## src/rtl/multicore_arbiter_n_pkg.sv

```systemverilog
// Shared types and defaults for the parametrised multicore arbiter.
// Imported by the arbiter top and its selection sub-module.
package multicore_arbiter_n_pkg;

    typedef enum logic {ARB_RR, ARB_FIXED} arb_mode_t;

    typedef enum logic [1:0] {IDLE, GRANT, PREEMPT} arb_state_t;

    localparam int DEF_MAX_HOLD = 16;

endpackage

```

## src/rtl/multicore_arbiter_n_rr_select.sv

```systemverilog
// Combinational next-holder picker: round-robin scan starting after `last`,
// or lowest-index-first, over requests that are not masked by `excl`.
module multicore_arbiter_n_rr_select
    import multicore_arbiter_n_pkg::*;
#(
    parameter int NUM_CORES = 3,
    localparam int IDW = $clog2(NUM_CORES)
) (
    input  arb_mode_t              mode,
    input  logic [NUM_CORES-1:0]   req,
    input  logic [NUM_CORES-1:0]   excl,
    input  logic [IDW-1:0]         last,
    output logic [IDW-1:0]         idx,
    output logic                   found
);

    logic [NUM_CORES-1:0] cand;
    int                   start;
    int                   j;

    always_comb begin
        cand  = req & ~excl;
        idx   = '0;
        found = 1'b0;
        j     = 0;
        // start never exceeds NUM_CORES, so one subtraction wraps the scan
        start = (mode == ARB_RR) ? int'(last) + 1 : 0;
        for (int i = 0; i < NUM_CORES; i++) begin
            j = start + i;
            if (j >= NUM_CORES) begin
                j = j - NUM_CORES;
            end
            if (!found && cand[j]) begin
                found = 1'b1;
                idx   = IDW'(j);
            end
        end
    end

endmodule

```

## src/rtl/multicore_arbiter_n.sv

```systemverilog
// Shared-resource arbiter for NUM_CORES requesters: round-robin or fixed
// priority, direct hand-off on release, and max-hold pre-emption.
module multicore_arbiter_n
    import multicore_arbiter_n_pkg::*;
#(
    parameter int        NUM_CORES = 3,
    parameter arb_mode_t MODE      = ARB_RR,
    parameter int        MAX_HOLD  = DEF_MAX_HOLD,
    localparam int       IDW       = $clog2(NUM_CORES)
) (
    input  logic           clk,
    input  logic           rst,
    input  logic           req_arb [NUM_CORES-1:0],
    output logic           gnt_arb [NUM_CORES-1:0],
    output logic [IDW-1:0] gnt_id,
    output logic           busy,
    output logic           preempt
);

    localparam int CNTW = (MAX_HOLD > 0) ? $clog2(MAX_HOLD + 1) : 1;
    // The counter stops at the pre-emption threshold so a long-running lone
    // holder is pre-empted as soon as a competitor shows up.
    localparam logic [CNTW-1:0] CNT_TOP = (MAX_HOLD > 0) ? CNTW'(MAX_HOLD - 1) : '0;

    arb_state_t           state_reg, state_next;
    logic [IDW-1:0]       h_reg, h_next;
    logic [IDW-1:0]       last_reg, last_next;
    logic [CNTW-1:0]      cnt_reg, cnt_next, cnt_inc;
    logic [NUM_CORES-1:0] gnt_reg, gnt_next;
    logic                 preempt_reg, preempt_next;

    logic [NUM_CORES-1:0] req_vec;
    logic [NUM_CORES-1:0] h_mask;
    logic [NUM_CORES-1:0] excl;
    logic [NUM_CORES-1:0] sel_onehot;
    logic [IDW-1:0]       sel_idx;
    logic                 sel_found;
    logic                 hold_req;

    genvar gi;
    generate
        for (gi = 0; gi < NUM_CORES; gi++) begin : g_core
            assign req_vec[gi] = req_arb[gi];
            assign h_mask[gi]  = (h_reg == IDW'(gi));
            assign gnt_arb[gi] = gnt_reg[gi];
        end
    endgenerate

    // Outside IDLE the current (or just pre-empted) holder is never a candidate.
    assign excl       = (state_reg == IDLE) ? '0 : h_mask;
    assign hold_req   = |(req_vec & h_mask);
    assign sel_onehot = NUM_CORES'(1) << sel_idx;
    assign cnt_inc    = (cnt_reg == CNT_TOP) ? cnt_reg : cnt_reg + CNTW'(1);

    multicore_arbiter_n_rr_select #(
        .NUM_CORES (NUM_CORES)
    ) u_sel (
        .mode  (MODE),
        .req   (req_vec),
        .excl  (excl),
        .last  (last_reg),
        .idx   (sel_idx),
        .found (sel_found)
    );

    always_comb begin
        state_next   = state_reg;
        h_next       = h_reg;
        last_next    = last_reg;
        cnt_next     = cnt_reg;
        gnt_next     = gnt_reg;
        preempt_next = 1'b0;
        case (state_reg)
            IDLE: begin
                gnt_next = '0;
                if (sel_found) begin
                    state_next = GRANT;
                    h_next     = sel_idx;
                    last_next  = sel_idx;
                    cnt_next   = '0;
                    gnt_next   = sel_onehot;
                end
            end
            GRANT: begin
                cnt_next = cnt_inc;
                if (!hold_req) begin
                    if (sel_found) begin
                        h_next    = sel_idx;
                        last_next = sel_idx;
                        cnt_next  = '0;
                        gnt_next  = sel_onehot;
                    end else begin
                        state_next = IDLE;
                        gnt_next   = '0;
                    end
                end else if (MAX_HOLD != 0 && cnt_reg == CNT_TOP && sel_found) begin
                    state_next   = PREEMPT;
                    gnt_next     = '0;
                    preempt_next = 1'b1;
                end
            end
            PREEMPT: begin
                cnt_next = '0;
                if (sel_found) begin
                    state_next = GRANT;
                    h_next     = sel_idx;
                    last_next  = sel_idx;
                    gnt_next   = sel_onehot;
                end else if (hold_req) begin
                    state_next = GRANT;
                    last_next  = h_reg;
                    gnt_next   = h_mask;
                end else begin
                    state_next = IDLE;
                    gnt_next   = '0;
                end
            end
            default: begin
                state_next = IDLE;
                gnt_next   = '0;
            end
        endcase
    end

    always_ff @(posedge clk or negedge rst) begin
        if (!rst) begin
            state_reg   <= IDLE;
            h_reg       <= '0;
            last_reg    <= IDW'(NUM_CORES - 1);
            cnt_reg     <= '0;
            gnt_reg     <= '0;
            preempt_reg <= 1'b0;
        end else begin
            state_reg   <= state_next;
            h_reg       <= h_next;
            last_reg    <= last_next;
            cnt_reg     <= cnt_next;
            gnt_reg     <= gnt_next;
            preempt_reg <= preempt_next;
        end
    end

    assign busy    = |gnt_reg;
    assign gnt_id  = h_reg;
    assign preempt = preempt_reg;

endmodule
```

## config.mk

```make
export PLATFORM = sky130hd
export DESIGN_NAME = multicore_arbiter_n
export DESIGN_NICKNAME = d
export VERILOG_FILES = /design/src/rtl/multicore_arbiter_n_pkg.sv /design/src/rtl/multicore_arbiter_n_rr_select.sv /design/src/rtl/multicore_arbiter_n.sv
export SDC_FILE = /design/constraint.sdc
export NUM_CORES = 1
export LEC_CHECK = 0
export ABC_CLOCK_PERIOD_IN_PS = 3200
export BUFFER_PORTS_ARGS = -buffer_cell sky130_fd_sc_hd__buf_4
export CORE_ASPECT_RATIO = 0.8
export CORE_MARGIN = 1.5
export CORE_UTILIZATION = 50
export CTS_CLUSTER_DIAMETER = 80
export DETAILED_ROUTE_END_ITERATION = 12
export HOLD_SLACK_MARGIN = 0.05
export PLACE_DENSITY = 0.72
export SYNTH_ARGS = -nofsm -noshare
export SYNTH_HDL_FRONTEND = slang
export SYNTH_HIERARCHICAL = 1
export SYNTH_SLANG_ARGS = --single-unit
```

## constraint.sdc

```tcl
create_clock -name clk -period 3.2 [get_ports clk]
set_input_delay 0.16 -clock clk [delete_from_list [all_inputs] [get_ports clk]]
set_output_delay 0.16 -clock clk [all_outputs]
set_load 0.01 [all_outputs]
```

# Word-level counts from Yosys, hierarchy flattened
# Index checks and enable logic that the tools add are counted.
[totals] out_inout_bits=7 inputBits=5 elab_cells=97 regBits=15
[op_classes] addsub=7 n_mux=48 n_eq_ne=10 shift=1 n_lt_le_gt_ge=6 n_reduce_logical=16 bitwise=3
[ops] cell="greater-or-equal comparator 32 x 3 -> 1 bit, second input constant" count=3
[ops] cell="less-than comparator 32 x 4 -> 1 bit, second input constant" count=3
[ops] cell="2-to-1 mux 32 bit" count=3
[ops] cell="subtractor 32 x 3 -> 32 bit, second input constant" count=3
[ops] cell="adder 32 x 2 -> 32 bit, second input constant" count=1
[ops] cell="adder 32 x 3 -> 32 bit, second input constant" count=1
[ops] cell="2-to-1 mux 2 bit" count=13
[ops] cell="2-to-1 mux 5 bit" count=4
[ops] cell="2-to-1 mux 3 bit" count=6
[ops] cell="one-hot mux 5 bit (3 select lines)" count=1
[ops] cell="2-to-1 mux 1 bit" count=14
[ops] cell="one-hot mux 2 bit (3 select lines)" count=2
[ops] cell="!= test 3 bit, second input constant" count=3
[ops] cell="one-hot mux 3 bit (3 select lines)" count=1
[ops] cell="AND 3 bit" count=2
[ops] cell="binary-select mux 1 bit (select 2 bit)" count=3
[ops] cell="AND reduction 3 bit" count=2
[ops] cell="OR reduction 3 bit" count=2
[ops] cell="adder 5 x 1 -> 5 bit, second input constant" count=1
[ops] cell="== test 5 x 4 -> 1 bit, second input constant" count=1
[ops] cell="== test 2 x 1 -> 1 bit, second input constant" count=2
[ops] cell="== test 2 bit, second input constant" count=2
[ops] cell="zero test 2 bit" count=2
[ops] cell="!= test 2 bit, second input constant" count=2
[ops] cell="10 further kinds" count=14

# Logic depth before layout (Yosys ltp)
# Gate-level depths: netlist of run 1.
[logic_depth] ltp_word=18 mapped_depth=16 mapped_depth_nobuf=15

# Cells and area by module
# The synthesis of run 1 kept the hierarchy.
[modules_own_cells] module="multicore_arbiter_n" instances=1 seq_area_each_um2=376.6 area_per_inst_um2=937.1 cells_each=99
[modules_own_cells] module="multicore_arbiter_n_rr_select" instances=1 seq_area_each_um2=0.0 area_per_inst_um2=450.4 cells_each=59

# Least setup slack after synthesis of run 1
# No wires, ideal clock.
[synth_path] kind="register to register" startpoint="reg last_reg[0]" endpoint="reg gnt_reg[1], in the netlist gnt_arb[1]" path_stages_with_launch=17 required_ps=3131 path_buffers=1 path_slack_ps=-220 setup_ps=69 period_less_slack_ps=3420 arrival_time_ps=3351 path_cell_list="dfrtp_1 -> ha_1 -> nand2b_1 -> inv_1 -> ha_1 -> inv_1 -> ha_1 -> a211oi_2 -> mux2i_1 -> o22ai_2 -> nor3b_1 -> nand2_1 -> buf_6 -> nor4b_1 -> a32o_1 -> nand3_1 -> nand3_1"
[synth_via] elab_cells_between_ends=38 classes_between="add/sub: 6; order compare: 3; eq/ne: 1; shift: 1; mux: 22; reduce/logical: 5"
[synth_rtl] item="start: declaration" line="multicore_arbiter_n.sv:27" source="logic [IDW-1:0] last_reg, last_next;"
[synth_rtl] item="start signal: assignment" line="multicore_arbiter_n.sv:129" source="last_reg <= IDW'(NUM_CORES - 1);"
[synth_rtl] item="start signal: assignment" line="multicore_arbiter_n.sv:136" source="last_reg <= last_next;"
[synth_rtl] item="adder 2 x 1 -> 3 bit (*)" line="multicore_arbiter_n_rr_select.sv:27" source="start = (mode == ARB_RR) ? int'(last) + 1 : 0;"
[synth_rtl] item="parallel branches: the longest is 11 deep, another holds adder 32 x 2 -> 32 bit"
[synth_rtl] item="2-to-1 mux 1 bit (*)" line="multicore_arbiter_n_rr_select.sv:33" source="if (!found && cand[j]) begin"
[synth_rtl] item="via sel_found" line="multicore_arbiter_n.sv:37" source="logic sel_found;"
[synth_rtl] item="2-to-1 mux 3 bit" line="multicore_arbiter_n.sv:76, multicore_arbiter_n.sv:87"
[synth_rtl] item="2-to-1 mux 3 bit" line="multicore_arbiter_n.sv:86" source="if (!hold_req) begin"
[synth_rtl] item="one-hot mux 3 bit (3 select lines)" line="multicore_arbiter_n.sv:73" source="case (state_reg)"
[synth_rtl] item="end signal: assignment" line="multicore_arbiter_n.sv:138" source="gnt_reg <= gnt_next;"
[synth_rtl] item="end: declaration" line="multicore_arbiter_n.sv:29" source="logic [NUM_CORES-1:0] gnt_reg, gnt_next;"
# Mark *: on every way through the listed nets, which the timed path passes. The select of a mux whose other input is x is not followed.
# A chain may end at the register's enable or synchronous reset.

# Worst setup path in the final report of run 1
[layout_path] startpoint="reg last_reg[1]" endpoint="reg cnt_reg[0]"
[layout_via] elab_chain_cells=16 elab_cells_between_ends=33 classes_between="add/sub: 6; order compare: 3; eq/ne: 1; mux: 18; reduce/logical: 5"
[layout_lines] item="adder 2 x 1 -> 3 bit (*)" line="multicore_arbiter_n_rr_select.sv:27"
[layout_lines] item="parallel branches: the longest is 11 deep, another holds adder 32 x 2 -> 32 bit"
[layout_lines] item="2-to-1 mux 1 bit (*)" line="multicore_arbiter_n_rr_select.sv:33"
[layout_lines] item="via sel_found" line="multicore_arbiter_n.sv:37"
[layout_lines] item="2-to-1 mux 5 bit" line="multicore_arbiter_n.sv:87" source="if (sel_found) begin"
[layout_lines] item="2-to-1 mux 5 bit" line="multicore_arbiter_n.sv:86"
[layout_lines] item="one-hot mux 5 bit (3 select lines)" line="multicore_arbiter_n.sv:73"
[layout_lines] item="end signal: assignment" line="multicore_arbiter_n.sv:137" source="cnt_reg <= cnt_next;"
[layout_lines] item="end: declaration" line="multicore_arbiter_n.sv:28" source="logic [CNTW-1:0] cnt_reg, cnt_next, cnt_inc;"
# Marks and branches as above.

==> results of run 1 <==
## critical path, stage by stage, from the launching register on
cell and delay (ns):
dfstp_2 0.56, ha_4 0.21, nand2b_4 0.07, inv_2 0.04, ha_2 0.16, inv_2 0.06
ha_4 0.20, a211oi_4 0.19, mux2i_1 0.25, o22ai_2 0.12, nor3b_2 0.28, nand2_2 0.15
buf_6 0.16, o211ai_1 0.14, buf_4 0.20, a31oi_2 0.11, o22ai_1 0.17
## report_power, final
part           internal (mW)  switching [mW]
Sequential             0.259          0.0693
Clock                 0.0464          0.0614
Combinational          0.810           0.907
## per-layer routing
| metal | GRT usage (%) | routed length (µm) | up-vias |
|---|---|---|---|
| met4 | 3.19 | 35 | 0 |
| met5 | 0 | 0 | - |
| li1 | - | - | 671 |
| met1 | 41.9 | 1800 | 700 |
| met3 | 6.04 | 340 | 8 |
| met2 | 41.4 | 1720 | 74 |
## area by class of cell
class                           count  area, µm²
Multi-Input combinational cell    129       1090
Fill cell                         186        677
Sequential cell                    15        378
Timing Repair Buffer               34        262
Inverter                           15       58.8
Tap cell                           36       45.0
Clock buffer                        3       22.5
Clock inverter                      1       5.00
## cells by family after synthesis
| logic type | Yosys count | synth area share, % |
|---|---|---|
| and+or+nand+nor | 65 | 28.6 |
| AOI/OAI and AO/OA | 42 | 24.1 |
| buffers and inverters | 20 | 7.21 |
| DFF | 15 | 27.1 |
| muxes | 9 | 7.30 |
| adders and majority gates | 6 | 5.41 |
| other | 1 | 0.270 |
## placed cells by master (no fill, tap or decap), types with 3 or more instances in the layout
cell type	netlist	routed
and3_1	3	3
buf_4	2	32
nor4_1	4	3
mux2i_1	6	6
conb_1	1	7
nor2b_1	4	3
a31oi_1	7	5
nor3_1	5	5
a21oi_1	5	5
inv_1	14	12
a211oi_1	4	3
nor2_1	6	5
nand2_1	10	9
dfrtp_1	14	13
nand3_1	7	7
o22ai_1	4	4
ha_1	6	3
nand2b_1	4	3
clkbuf_4	0	3
o21ai_0	4	3
## metrics by stage
| step | util (%) | setup WS, ns | total power [mW] | area [µm²] | hold WS (ns) |
|---|---|---|---|---|---|
| finish | 73.4 | 0.0554 | 2.15 | 1870 | 0.180 |
| detailed placement | 65.6 | -0.0776 | 1.73 | 1670 | 0.0253 |
| global placement | 65.6 | -0.0183 | 1.68 | 1670 | 0.0198 |
| CTS | 71.3 | 0.0202 | 2.02 | 1810 | 0.180 |
| floorplan | - | 0.0255 | 1.29 | 1450 | -0.136 |
| global route | 73.4 | -0.0726 | 2.29 | 1870 | 0.191 |
## what timing repair did
action / in CTS / in global routing
endpoints found under the setup margin: 10 / 14
pin swaps: 7 / 9
hold buffers: 1 / 0
buffers inserted: 3 / 1
resized for setup: 14 / 9
hold endpoints to repair: 15 / 0
## how the worst max path moves through the flow
stage                start     endpoint  slack, ns  cells past startpoint
2_1_floorplan  last_reg[0]   cnt_reg[0]       0.03                     16
3_3_place_gp   last_reg[1]  last_reg[0]      -0.02                     15
3_5_place_dp   last_reg[1]   cnt_reg[0]      -0.08                     15
4_1_cts        last_reg[1]   cnt_reg[0]       0.02                     15
5_1_grt        last_reg[1]   cnt_reg[0]      -0.07                     16
6_report       last_reg[1]   cnt_reg[0]       0.06                     16
==> impl_metrics.toml, run 1 <==
[outcome]
status = "finished clean"

[clock_network]
clockBufferDepth = 2
h-tree-depth = 1
cts_tree = "yes"
clkLatencyLatePin_ns = 0.28
clockRootBuffer = "clkbuf_4"
cts_buffers = 3
cts.sinks = 15
clk_pin_slew_ns = 0.09

[setup_path]
reg2reg_from = "last_reg[1]"
r2r_cells = 16
cp-start-kind = "flop"
worstPathArrival_ns = 3.36
critPathKind = "reg2reg"
required_ns = 3.41
end_kind = "flop"
regToRegSetupSlack_ns = 0.06
cp_max_fo = 6
reg2reg_to = "cnt_reg[0]"

[finish]
drive_gt1_share_pct = 38.1
largest_reg_flops = 5
fin_cells = 233
area_growth_pct = 34.4
n_antenna_cell = 0
fin_nets = 209

[synth]
async_flop_share_pct = 100
synth.area.top_cells = "dfrtp_1 (25%), ha_1 (5.4%), mux2i_1 (4.3%)"
synth_edf_count = 0
syn_area_per_cell_um2 = 8.78
synth_cells = 158
synth_top_area_cell = "dfrtp_1"
synth_cell_types = 54
synth_commonest_cells = "dfrtp_1 (14), inv_1 (14), nand2_1 (10), a31oi_1 (7), nand3_1 (7)"
syn-cell-area_um2 = 1390
ys_seq_elements = 15
yosysSeqAreaShare_pct = 27.1
ys.flop_type = "dfrtp_1"
synth_warnings = 6
synth_top_area_share_pct = 25.2

[floorplan]
initial_core_util_pct = 54.6
num_rows = 16
core_um2 = 2540
die_w_um = 61.9
ioPinCount = 12
dieArea_um2 = 3100
fp.dieH_um = 50.1

[hold_path]
whs_endpoint = "gnt_arb[0]"
holdPathStages = 3
hp-start = "req_arb[0]"
hold_path_class = "in2reg"

[sta]
period_minus_slack_ns = 3.14
fin_skew_ns = 0.00796
worst_slew_pin_slew_ns = 0.519
hold_viol = 0
fmax_ghz = 0.318
slew_headroom_pct = 64.9
final_max_slew_viol_count = 0
finalCritPeriodShare_pct = 98.3
rsz0062_at_grt = "yes"
tns_ns = 0
setup_viol = 0

[global_route]
grt_pass1_wl_um = 6410
grt_pass1_vias = 1380
grt_start_max_net_pins = 16
grt_util_all_layers_pct = 27.7
overflow = 0
antenna_found_initial = 0

[power]
ir_drop_mv = 0.569
power_leakage_nw = 0.833
power.density_nw_per_um2 = 1150

[detailed_routing]
drt_wl_total_um = 3900
drc = 0
wl_per_cell_um = 16.7
firstDrtPassIters = 5
vias = 1453
antenna_left = 0
first_iter_violations = 156
vias_per_cell = 6.24

[flow_run]
cap_viol_max_count = 0

[placed_design]
gp_congestion = 0.965
numPortBuffers = 11
dp_cells = 224
place_hpwl_um = 2760
Note: power is estimated with default switching activity, not from simulation.
==> run 2, diff against run 1 <==
==> constraint.sdc (replaced) <==
create_clock -name clk -period 3.2 [get_ports clk]
set_input_delay 0.64 -clock clk [delete_from_list [all_inputs] [get_ports clk]]
set_output_delay 0.64 -clock clk [all_outputs]
set_load 0.01 [all_outputs]
==> impl_metrics.toml, run 2 (synthesis gave the netlist of run 1 again) <==
[placed_design]
postPlaceCellArea_um2 = 1670
gp_congestion = 0.965
numPortBuffers = 11
place_hpwl_um = 2760

[global_route]
grt_util_all_layers_pct = 27.7
grt_pass1_wl_um = 6410
grt_pass1_vias = 1380
grt_start_max_net_pins = 16
overflow = 0
antenna_found_initial = 0

[power]
power.density_nw_per_um2 = 1160
sequentialPowerShare_pct = 15.2
switching_share_pct = 48.2
power_leakage_nw = 0.828
clockPowerShare_pct = 5.0
internal-power_mw = 1.11
power.switching_mw = 1.04
ir_drop_mv = 0.570
pwr-share-comb_pct = 79.7

[setup_path]
crit_family = "compound AO/OA/AOI/OAI gates"
r2r_cells = 16
crit_path_max_incr_delay_ns = 0.56
end_kind = "flop"
cp-start-kind = "flop"
crit_slowest_cell = "dfstp_2"
cp_max_fo = 6
regToRegSetupSlack_ns = 0.06
reg2reg_from = "last_reg[1]"
worstPathArrival_ns = 3.35
crit_buf_inv = 4
required_ns = 3.41
reg2reg_to = "cnt_reg[0]"
critPathKind = "reg2reg"
worstPathCellList = "ha_4, nand2b_4, inv_2, ha_2, inv_2, ha_4, a211oi_4, mux2i_1, o22ai_2, nor3b_2, nand2_2, buf_6, o211ai_1, buf_4, a31oi_2, o22ai_1"

[detailed_routing]
vias = 1449
first_iter_violations = 201
wl_met1_um = 1860
drt_wl_total_um = 3910
firstDrtPassIters = 4
wl_met2_um = 1740
wl_per_cell_um = 16.9
vias_per_cell = 6.25
dr_wl_met3_um = 300
highest_layer = "met4"
drc = 0
antenna_left = 0

[sta]
fin_skew_ns = 0.00809
final_max_slew_viol_count = 0
hold_viol = 0
finalCritPeriodShare_pct = 98.0
slew_headroom_pct = 64.6
period_minus_slack_ns = 3.14
rsz0062_at_grt = "yes"
worst_slew_pin_slew_ns = 0.524
fmax_ghz = 0.319
setup_viol = 0

[clock_network]
clk_pin_slew_ns = 0.09
clkLatencyLatePin_ns = 0.29
clockRootBuffer = "clkbuf_4"
cts_tree = "yes"
cts.sinks = 15
h-tree-depth = 1
clockBufferDepth = 2
cts_buffers = 3

[finish]
fin_area_um2 = 1860
drive_gt1_share_pct = 38.3
largest_reg_flops = 5
n_antenna_cell = 0
fin_util_pct = 73.0
final_cell_mix = "buf_4 (32), dfrtp_1 (13), inv_1 (12)"
num-fill-cells = 187
area_growth_pct = 33.7
fin_nets = 208
mostFrequentLayoutCell = "buf_4"

[floorplan]
die_w_um = 61.9
ioPinCount = 12
fp.dieH_um = 50.1
initial_core_util_pct = 54.6
dieArea_um2 = 3100
num_rows = 16
core_um2 = 2540

[hold_path]
hold_path_class = "in2async"

[outcome]
status = "finished clean"

[flow_run]
cap_viol_max_count = 0
[run 2: cell types whose count changed in the layout (fill, tap and decap cells not counted), sizes merged]
cell / before / now
dlygate4sd3: 1 / 0
[run 2: layout make-up]
class	count	area (µm²)	share of cell area, %
Clock inverter	1	5.00	0.270
Multi-Input combinational cell	129	1090	59.0
Clock buffer	3	22.5	1.21
Inverter	15	58.8	3.17
Tap cell	36	45.0	2.43
Timing Repair Buffer	33	251	13.6
Sequential cell	15	378	20.4
[run 2: worst reg2reg max path, stage by stage (launching register included)]
cell,delay [ns]
dfstp_2,0.56
ha_4,0.21
nand2b_4,0.07
inv_2,0.04
ha_2,0.16
inv_2,0.06
ha_4,0.20
a211oi_4,0.19
mux2i_1,0.25
o22ai_2,0.12
nor3b_2,0.27
nand2_2,0.15
buf_6,0.16
o211ai_1,0.14
buf_4,0.20
a31oi_2,0.11
o22ai_1,0.17
[run 2: stage by stage]
step	hold slack (ns)	cells	total power [mW]	setup WS [ns]	TNS, ns
after floorplan	0.344	164	1.29	0.0255	0
after global routing	0.188	232	2.28	-0.0726	-0.316
after global placement	0.500	224	1.68	-0.0183	-0.0183
after CTS	0.190	231	2.02	0.0202	0
after detailed placement	0.505	224	1.73	-0.0776	-0.414
final	0.186	232	2.15	0.0634	0
[run 2: metal layers]
layer	up-vias	global-route usage [%]
met4	0	3.19
li1	668	-
met3	4	6.04
met1	705	41.9
met5	-	0
met2	72	41.4
[run 2: how the worst max path moves through the flow]
stage	to	cells after the start	from
2_1_floorplan	cnt_reg[0]	16	last_reg[0]
3_3_place_gp	last_reg[0]	15	last_reg[1]
3_5_place_dp	cnt_reg[0]	15	last_reg[1]
4_1_cts	cnt_reg[0]	15	last_reg[1]
5_1_grt	cnt_reg[0]	16	last_reg[1]
6_report	cnt_reg[0]	16	last_reg[1]
[run 2: power by group through the flow]
stage	Clock [mW]	Combinational [mW]	Sequential, mW
3_5_place_dp	0	1.40	0.327
5_1_grt	0.120	1.83	0.337
3_3_place_gp	0	1.36	0.325
2_1_floorplan	0	0.964	0.325
6_report	0.108	1.72	0.328
4_1_cts	0.110	1.59	0.326
[run 2: timing repair]
item / CTS / global route
endpoints found under the hold margin: 0 / 0
pin swaps: 7 / 9
gates resized for setup: 14 / 9
buffers inserted: 3 / 1
setup endpoints to repair: 10 / 14
gates cloned: 0 / 0
hold buffers: 0 / 0
==> run 3, diff against run 2 <==
Settings changed: PLACE_DENSITY 0.72 to 0.73, SETUP_SLACK_MARGIN set to 0.4, SYNTH_HIERARCHICAL 1 to not set.
==> impl_metrics.toml, run 3 <==
[outcome]
status = "finished clean"

[finish]
n_antenna_cell = 0
mostFrequentLayoutCell = "buf_4"
fin_cells = 178
fin_nets = 163
multiInputGateArea_um2 = 805
seqCellArea_um2 = 378
drive_gt1_share_pct = 21.6
num-fill-cells = 200
final_cell_mix = "buf_4 (15), nand2_1 (14), dfrtp_1 (13)"
area_growth_pct = 11.3
largest_reg_flops = 5

[placed_design]
gp_congestion = 0.881
dp_cells = 174
numPortBuffers = 11
place_hpwl_um = 2150

[detailed_routing]
wl_per_cell_um = 16.5
first_iter_violations = 68
vias_per_cell = 6.51
antenna_left = 0
drt_wl_total_um = 2940
firstDrtPassIters = 4
vias = 1159
drc = 0

[synth]
syn_area_per_cell_um2 = 8.73
ys.flop_type = "dfrtp_1"
synth.area.top_cells = "dfrtp_1 (28%), nand2_1 (4.2%), ha_1 (4.0%)"
async_flop_share_pct = 100
syn-num-nets = 152
syn-cell-area_um2 = 1250
synth_commonest_cells = "dfrtp_1 (14), nand2_1 (14), inv_1 (10), a21oi_1 (9)"
synth_top_area_share_pct = 28.1
synth_cell_types = 54
synth_top_area_cell = "dfrtp_1"
synth_edf_count = 0
yosysSeqAreaShare_pct = 30.2
synth_warnings = 0
synth_cells = 143
ys_seq_elements = 15

[sta]
tns_ns = 0
rsz0062_at_grt = "no"
slew_headroom_pct = 57.6
worst_slew_pin_slew_ns = 0.629
final_max_slew_viol_count = 0
fin_skew_ns = 0.00542
setup_viol = 0
hold_viol = 0
finalCritPeriodShare_pct = 83.8
period_minus_slack_ns = 2.68
fmax_ghz = 0.373

[setup_path]
cp-start-kind = "flop"
worstSetupStartpoint = "last_reg[1]"
cp_max_fo = 10
crit_family = "compound AO/OA/AOI/OAI gates"
crit_buf_inv = 3
worstPathCellList = "inv_1, ha_4, inv_1, o311ai_4, nor4_4, buf_4, or3_1, a211o_1, o311ai_2"
worst_path_most_repeated_cell = "inv_1"
crit_slowest_cell = "dfstp_2"
worstPathArrival_ns = 2.88
crit_path_max_incr_delay_ns = 0.59
critPathKind = "reg2reg"
end_kind = "flop"
required_ns = 3.40
reg2reg_from = "last_reg[1]"

[clock_network]
clk_pin_slew_ns = 0.09
clockRootBuffer = "clkbuf_4"
cts.sinks = 15
clockBufferDepth = 2
h-tree-depth = 1
cts_tree = "yes"
clkLatencyLatePin_ns = 0.29
postCtsHoldBufs = 0
cts_setup_buffers = 0
cts_buffers = 3

[global_route]
antenna_found_initial = 0
grt_pass1_vias = 986
overflow = 0
grt_util_all_layers_pct = 23.1
grt_pass1_wl_um = 4730
grt_start_max_net_pins = 19

[flow_run]
cap_viol_max_count = 0

[power]
ir_drop_mv = 0.552
power_leakage_nw = 0.570
power.density_nw_per_um2 = 1200

[floorplan]
core_um2 = 2250
dieArea_um2 = 2810
die_w_um = 58.9
num_rows = 15
fp.dieH_um = 47.7
ioPinCount = 12
initial_core_util_pct = 55.4

[hold_path]
hold_path_class = "in2async"
==> run 3: changes by cell type after synthesis, sizes merged, moves of 4 or more <==
| cell | change |
|---|---|
| a211oi | -5 |
| a21oi | +4 |
| a31oi | -5 |
| inv | -5 |
| mux2i | -4 |
| nand2 | +4 |
| nand3 | -5 |
| o21ai | +7 |
==> run 3: logic make-up (layout without fill, tap and decap cells) <==
kind of cell / count (synthesis) / in the layout / synth area share, %
compound gates: 55 / 55 / 35.3
simple gates: 47 / 47 / 21.8
buf+inv: 19 / 29 / 6.41
flops: 15 / 15 / 30.2
fa+ha+maj: 4 / 4 / 4.01
mux: 2 / 2 / 1.60
xor+xnor: 1 / 1 / 0.702
==> run 3: layout make-up <==
class	count	share of cell area, %
clock buffer	4	1.89
inverter	10	2.70
multi-input combinational	109	57.9
sequential	15	27.2
tap	25	2.25
timing repair buffer	15	8.10
==> run 3: path summary, 6_finish.rpt <==
kind                                    end  slack, ns  depth (start not counted)
worst min-delay path             cnt_reg[0]       0.19                          1
min in group clk                 gnt_arb[0]       0.54                          1
max in group asynchronous       last_reg[1]       2.77                          1
worst max-delay path            last_reg[1]       0.52                          9
worst max register to register  last_reg[1]       0.52                          9
worst min register to register   gnt_arb[0]       0.54                          1
==> run 3: through the flow <==
| stage | worst slack (ns) | area [µm²] | util (%) | total power, mW | hold slack (ns) |
|---|---|---|---|---|---|
| 2_1_floorplan | 0.659 | 1250 | - | 1.24 | 0.344 |
| 3_5_place_dp | 0.346 | 1350 | 59.9 | 1.51 | 0.507 |
| 5_1_grt | 0.411 | 1390 | 61.7 | 1.80 | 0.183 |
| 6_report | 0.520 | 1390 | 61.7 | 1.67 | 0.188 |
| 4_1_cts | 0.412 | 1380 | 61.2 | 1.64 | 0.191 |
| 3_3_place_gp | 0.477 | 1350 | 59.9 | 1.48 | 0.496 |
==> run 3: report_power, final <==
part           internal [mW]  switching (mW)
logic                  0.520           0.689
clock network         0.0485          0.0609
registers              0.263          0.0894
total                  0.832           0.839
==> run 3: routing by layer <==
layer | part of all wire [%] | track usage [%] | vias up | routed length [µm]
met5 | 0 | 0 | - | 0
met4 | 0.75 | 4.09 | 0 | 22
met2 | 45 | 35.8 | 53 | 1320
li1 | - | - | 551 | -
met1 | 47 | 33.5 | 551 | 1370
met3 | 7.5 | 5.68 | 4 | 219
==> run 3: repair_timing <==
action	4_1_cts	5_1_grt
resized for setup	1	2
endpoints found under the setup margin	3	8
hold endpoints to repair	0	0
